## src/rtl/upsize_arbiter.sv

```systemverilog
// ---------------------------------------------------------------------------
// upsize_arbiter
//   Shares the input of a W->2W upsizer among N AXI-stream sources. Grants are
//   issued in units of exactly two accepted beats so every upsized 2W word
//   is built from a single source. In IDLE the grant is a round-robin search
//   starting after rr_ptr. Once the first beat of a pair is accepted, the
//   grant is locked to that source (HALF) until its second beat is accepted.
//
// Parameters
//   W  beat width of each input stream and of the output stream (default 40)
//   N  number of sources, 2..8 (default 4)
//
// Ports
//   aclk        clock, rising edge
//   areset      asynchronous active-high reset
//   in_tdata    N*W packed source beats, source i at [i*W +: W]
//   in_tvalid   per-source valid
//   in_tready   per-source ready (at most one bit high)
//   out_tdata   beat to the upsizer
//   out_tvalid  output valid
//   out_tready  upsizer ready
//   out_tid     index of the source owning the output beat
//
// Configuration
//   UPSIZE_ARB_OUT_REG_EN  defined: the output goes through a 2-entry skid
//                          buffer (1 cycle latency, full throughput).
//                          undefined: combinational output path.
// ---------------------------------------------------------------------------
module upsize_arbiter #(
  parameter int unsigned W = 40,
  parameter int unsigned N = 4
) (
  input  logic                  aclk,
  input  logic                  areset,
  input  logic [N*W-1:0]        in_tdata,
  input  logic [N-1:0]          in_tvalid,
  output logic [N-1:0]          in_tready,
  output logic [W-1:0]          out_tdata,
  output logic                  out_tvalid,
  input  logic                  out_tready,
  output logic [$clog2(N)-1:0]  out_tid
);

  localparam int unsigned IW = $clog2(N);

  typedef enum logic {
    IDLE,
    HALF
  } state_t;

  state_t        state;
  state_t        state_nxt;
  logic [IW-1:0] rr_ptr;
  logic [IW-1:0] lock_id;
  logic [IW-1:0] idle_gnt;
  logic          idle_hit;
  logic [IW-1:0] gnt;
  logic          gnt_act;
  logic          src_valid;
  logic [W-1:0]  gnt_data;
  logic          can_accept;
  logic          fire;
  int unsigned   scan_idx;

  // Round-robin search: first valid source after rr_ptr, wrapping modulo N.
  always_comb begin
    idle_gnt = '0;
    idle_hit = 1'b0;
    scan_idx = 0;
    for (int unsigned i = 1; i <= N; i++) begin
      scan_idx = (32'(rr_ptr) + i) % N;
      if (!idle_hit && in_tvalid[IW'(scan_idx)]) begin
        idle_hit = 1'b1;
        idle_gnt = IW'(scan_idx);
      end
    end
  end

  // Grant selection, ready steering and next-state logic.
  always_comb begin
    gnt       = (state == HALF) ? lock_id : idle_gnt;
    gnt_act   = (state == HALF) || idle_hit;
    src_valid = gnt_act && in_tvalid[gnt];
    gnt_data  = in_tdata[gnt*W +: W];
    in_tready = '0;
    if (gnt_act && can_accept && !areset) begin
      in_tready[gnt] = 1'b1;
    end
    fire      = src_valid && can_accept && !areset;
    state_nxt = state;
    case (state)
      IDLE: if (fire) state_nxt = HALF;
      HALF: if (fire) state_nxt = IDLE;
      default: state_nxt = IDLE;
    endcase
  end

  always_ff @(posedge aclk or posedge areset) begin
    if (areset) begin
      state   <= IDLE;
      rr_ptr  <= IW'(N - 1);
      lock_id <= '0;
    end else begin
      state <= state_nxt;
      if (fire && (state == IDLE)) begin
        lock_id <= gnt;
      end
      // Priority rotates only when a pair completes, so a locked source
      // keeps its slot through any number of stall cycles.
      if (fire && (state == HALF)) begin
        rr_ptr <= lock_id;
      end
    end
  end

`ifdef UPSIZE_ARB_OUT_REG_EN
  logic [W-1:0]  buf_data [2];
  logic [IW-1:0] buf_tid  [2];
  logic          wr_ptr;
  logic          rd_ptr;
  logic [1:0]    count;
  logic          pop;

  // Two entries let a push and a pop overlap at steady state, so the
  // buffer never throttles a stream that the upsizer is draining.
  assign can_accept = (count != 2'd2);
  assign pop        = (count != 2'd0) && out_tready;
  assign out_tvalid = (count != 2'd0);
  assign out_tdata  = buf_data[rd_ptr];
  assign out_tid    = buf_tid[rd_ptr];

  always_ff @(posedge aclk or posedge areset) begin
    if (areset) begin
      count  <= '0;
      wr_ptr <= 1'b0;
      rd_ptr <= 1'b0;
      for (int unsigned i = 0; i < 2; i++) begin
        buf_data[i] <= '0;
        buf_tid[i]  <= '0;
      end
    end else begin
      if (fire) begin
        buf_data[wr_ptr] <= gnt_data;
        buf_tid[wr_ptr]  <= gnt;
        wr_ptr           <= ~wr_ptr;
      end
      if (pop) begin
        rd_ptr <= ~rd_ptr;
      end
      case ({fire, pop})
        2'b10:   count <= count + 2'd1;
        2'b01:   count <= count - 2'd1;
        default: count <= count;
      endcase
    end
  end
`else
  assign can_accept = out_tready;
  assign out_tvalid = src_valid && !areset;
  assign out_tdata  = gnt_data;
  assign out_tid    = gnt;
`endif

endmodule

```

## config.mk

```make
export PLATFORM = sky130hd
export DESIGN_NAME = upsize_arbiter
export DESIGN_NICKNAME = d
export VERILOG_FILES = /design/src/rtl/upsize_arbiter.sv
export SDC_FILE = /design/constraint.sdc
export NUM_CORES = 1
export LEC_CHECK = 0
export ABC_AREA = 1
export BUFFER_PORTS_ARGS = -buffer_cell sky130_fd_sc_hd__buf_2
export CORE_ASPECT_RATIO = 0.9
export CORE_MARGIN = 4
export CORE_UTILIZATION = 36
export CTS_CLUSTER_SIZE = 12
export DETAILED_ROUTE_END_ITERATION = 6
export PLACE_DENSITY = 0.79
export SLEW_MARGIN = 20
export SYNTH_ARGS = -nofsm -noshare
export SYNTH_HDL_FRONTEND = slang
export SYNTH_SLANG_ARGS = --single-unit
```

## constraint.sdc

```tcl
create_clock -name aclk -period 2.79 [get_ports aclk]
set_input_delay 0.1395 -clock aclk [delete_from_list [all_inputs] [get_ports aclk]]
set_output_delay 0.1395 -clock aclk [all_outputs]
set_load 0.1 [all_outputs]
```

==> impl_summary.log <==
INFO  metric status = complete, no violations
INFO  metric finish.utilization = 0.793
INFO  metric yosys.cell_count.top_type = sky130_fd_sc_hd__nand3_1
INFO  metric skew = 0.00130 ns
INFO  metric grtUsageMet2 = 0.476
INFO  metric overflow = 0
INFO  metric required = 2.65 ns
INFO  metric dieWidth = 87.0 um
INFO  metric worst_setup_hold_path_clk_slew = 0.04 ns
INFO  metric finalCriticalPeriod = 2.70 ns
INFO  metric antenna_found_initial = 0
INFO  metric core_region_area = 0.00535 mm2
INFO  metric synth-seq-area-share = 0.0631
INFO  metric routed_via_density = 5.74
INFO  metric grt_pass1_vias = 3183
INFO  metric cts.path.max_buffers = 2
INFO  metric met1_global_route_usage = 0.308
INFO  metric drt_wl_total = 11300 um
INFO  metric timing.final.setup_violations = 0
INFO  metric synth_edf_count = 0
INFO  metric post_layout_net_count = 715
INFO  metric synth-async-reset-ratio = 1.00
INFO  metric clk_latency = 0.23 ns
INFO  metric ctsRootBufferMaster = sky130_fd_sc_hd__clkbuf_8
INFO  metric synth.ff_latch_count = 5
INFO  metric postRouteAntennaNets = 0
INFO  metric hold_crit_class = input port to asynchronous set/reset pin
INFO  metric worst-setup-path-type = flip-flop to primary output
INFO  metric globalRoute.busiestLayer = met2
INFO  metric global_route.usage.met3 = 0.0768
INFO  metric final_layout_size_suffix_gt1_frac = 0.556
INFO  metric synth_area = 0.00202 mm2
INFO  metric ys_types = 26
INFO  metric slew_violations = 0
INFO  metric die_height = 79.1 um
INFO  metric cell_area_after_placement = 0.00381 mm2
INFO  metric critical_path.max_fanout = 18
INFO  metric area.growth.synth_to_final = 110%
INFO  metric io_buffers = 213
INFO  metric tritoncts_clock_tree = done
INFO  metric synthCells = 335
INFO  metric postSynthAreaPerCell = 6.04 um2
INFO  metric drc = 0
INFO  metric max-slew-margin-rel = 0.830
INFO  metric netlist_top_cells_count = sky130_fd_sc_hd__nand3_1 (147), sky130_fd_sc_hd__nand2_1 (43), sky130_fd_sc_hd__nand4_1 (40)
INFO  metric number_of_core_rows = 25
INFO  metric final_area = 0.00424 mm2
INFO  metric min_period_over_period = 0.969
INFO  metric drt-pass1-iter-count = 5
INFO  metric max_freq = 0.370 GHz
INFO  metric hold_slack = 0.410 ns
INFO  metric dr.first_iter.drc_count = 367
INFO  metric grt_start_max_net_pins = 37
INFO  metric cell_chain_critical_path = buf_4, nand2_1, nand2_2, nand2_1, nand2_2, inv_1, nand3_1, nand2_1, inv_1, nand2_2, nand2_8, buf_4, clkbuf_16, nand3_1, nand4_1, buf_12
INFO  metric gpl.final_weighted_congestion = 0.955
INFO  metric final-hold-violation-count = 0
INFO  metric htree_num_levels = 1
INFO  metric ys_top_cells_by_area = sky130_fd_sc_hd__nand3_1 (36%), sky130_fd_sc_hd__nand4_1 (12%), sky130_fd_sc_hd__nand3_2 (9.9%)
INFO  metric clock-sinks = 5
INFO  metric vias = 3510
INFO  metric floorplan.die_area = 0.00688 mm2
INFO  metric critical_path.startpoint_type = flip-flop
INFO  metric wl_per_cell = 18.4 um
INFO  metric grt_first_pass_wirelength = 15200 um
INFO  metric start_util = 0.378
INFO  metric timing.critical_path.to_type = primary output
INFO  metric tns = 0 ns
INFO  metric worstPathArrival = 2.56 ns
INFO  metric yosys_most_used_dff = sky130_fd_sc_hd__dfrtp_1
INFO  metric hpwlAfterDp = 8020 um
INFO  metric post_synth_net_total = 504
INFO  metric cts-buffers-inserted = 3
INFO  metric ys.warnings.count = 0
INFO  metric num_io_pins = 214
INFO  metric worst_path_max_delay_cell = sky130_fd_sc_hd__dfstp_2
INFO  metric most_area_hungry_cell_type_in_the_yosys_netlist = sky130_fd_sc_hd__nand3_1
INFO  metric n_antenna_cell = 0
INFO  metric cpPeakStageDelay = 0.59 ns
INFO  metric tightest_slew = 0.254 ns
INFO  metric max_cap_viol_count = 0
INFO  metric netlist.area_leader.share = 0.364
INFO  metric grt_util_all_layers = 0.272
[metrics by stage]
step           cells  setup slack [ns]
2_1_floorplan    335            -0.189
3_5_place_dp     589             0.144
5_1_grt          612           -0.0252
4_1_cts          596           0.00276
3_3_place_gp     589             0.240
6_report         612            0.0878
[per-layer routing]
layer	share of wire	vias to the layer above	routed length, um
met2	0.51	254	5730
li1	-	1644	-
met3	0.10	43	1180
met4	0.039	0	437
met5	0	-	0
met1	0.35	1569	3920
[layout by cell type, fill, tap and decap left out, drive strengths merged]
| cell | count |
|---|---|
| a21oi | 3 |
| buf | 237 |
| clkbuf | 9 |
| clkinv | 2 |
| dfrtp | 3 |
| dfstp | 2 |
| dlygate4sd3 | 1 |
| ha | 2 |
| inv | 11 |
| nand2 | 53 |
| nand3 | 167 |
| nand4 | 40 |
| nor2 | 3 |
| nor3 | 4 |
| o211ai | 1 |
| o21ai | 6 |
| or2 | 1 |
[kinds of logic (layout without fill, tap and decap cells)]
kind of cell / count (synthesis) / after routing / synth area share
flops: 5 / 5 / 0.0631
simple gates: 268 / 268 / 0.726
fa+ha+maj: 2 / 2 / 0.0124
buf+inv: 50 / 260 / 0.171
compound gates: 10 / 10 / 0.0278
[path summary, 6_finish.rpt]
| path | startpoint | endpoint | slack, ns | cells after the start |
|---|---|---|---|---|
| max reg2reg | rr_ptr[0] | lock_id[0] | 0.20 | 19 |
| min in group aclk | lock_id[0] | rr_ptr[0] | 0.52 | 2 |
| min | areset | lock_id[0] | 0.41 | 3 |
| min reg2reg | lock_id[0] | rr_ptr[0] | 0.52 | 2 |
| max | rr_ptr[0] | out_tdata[33] | 0.09 | 16 |
| max in group asynchronous | areset | rr_ptr[1] | 2.13 | 3 |
[sequential cells by signal, indices dropped and copies added (netlist names)]
name / flops
lock_id: 2
rr_ptr: 2
state: 1
[repair_timing]
item / in CTS / in global routing
pin swaps: 0 / 12
endpoints found under the hold margin: 3 / 0
setup buffers: 0 / 11
cloned: 2 / 5
hold buffers: 1 / 0
endpoints found under the setup margin: 37 / 47
gates resized for setup: 6 / 23
[layout make-up]
type | instances | area [um2]
multi-input combinational | 280 | 1670
fill | 358 | 1110
timing repair buffer | 243 | 2240
tap | 67 | 83.8
sequential | 5 | 128
inverter | 13 | 78.8
clock buffer | 4 | 45.0
[worst max-delay path, delay by kind of cell (launching register included)]
family | cells | cell delay [ns]
flip-flops | 1 | 0.59
buffers and inverters | 6 | 0.80
AND/OR/NAND/NOR | 10 | 0.94
Power is not shown: default switching activity piles up to over one toggle a cycle in this logic, so the estimate is an artifact.
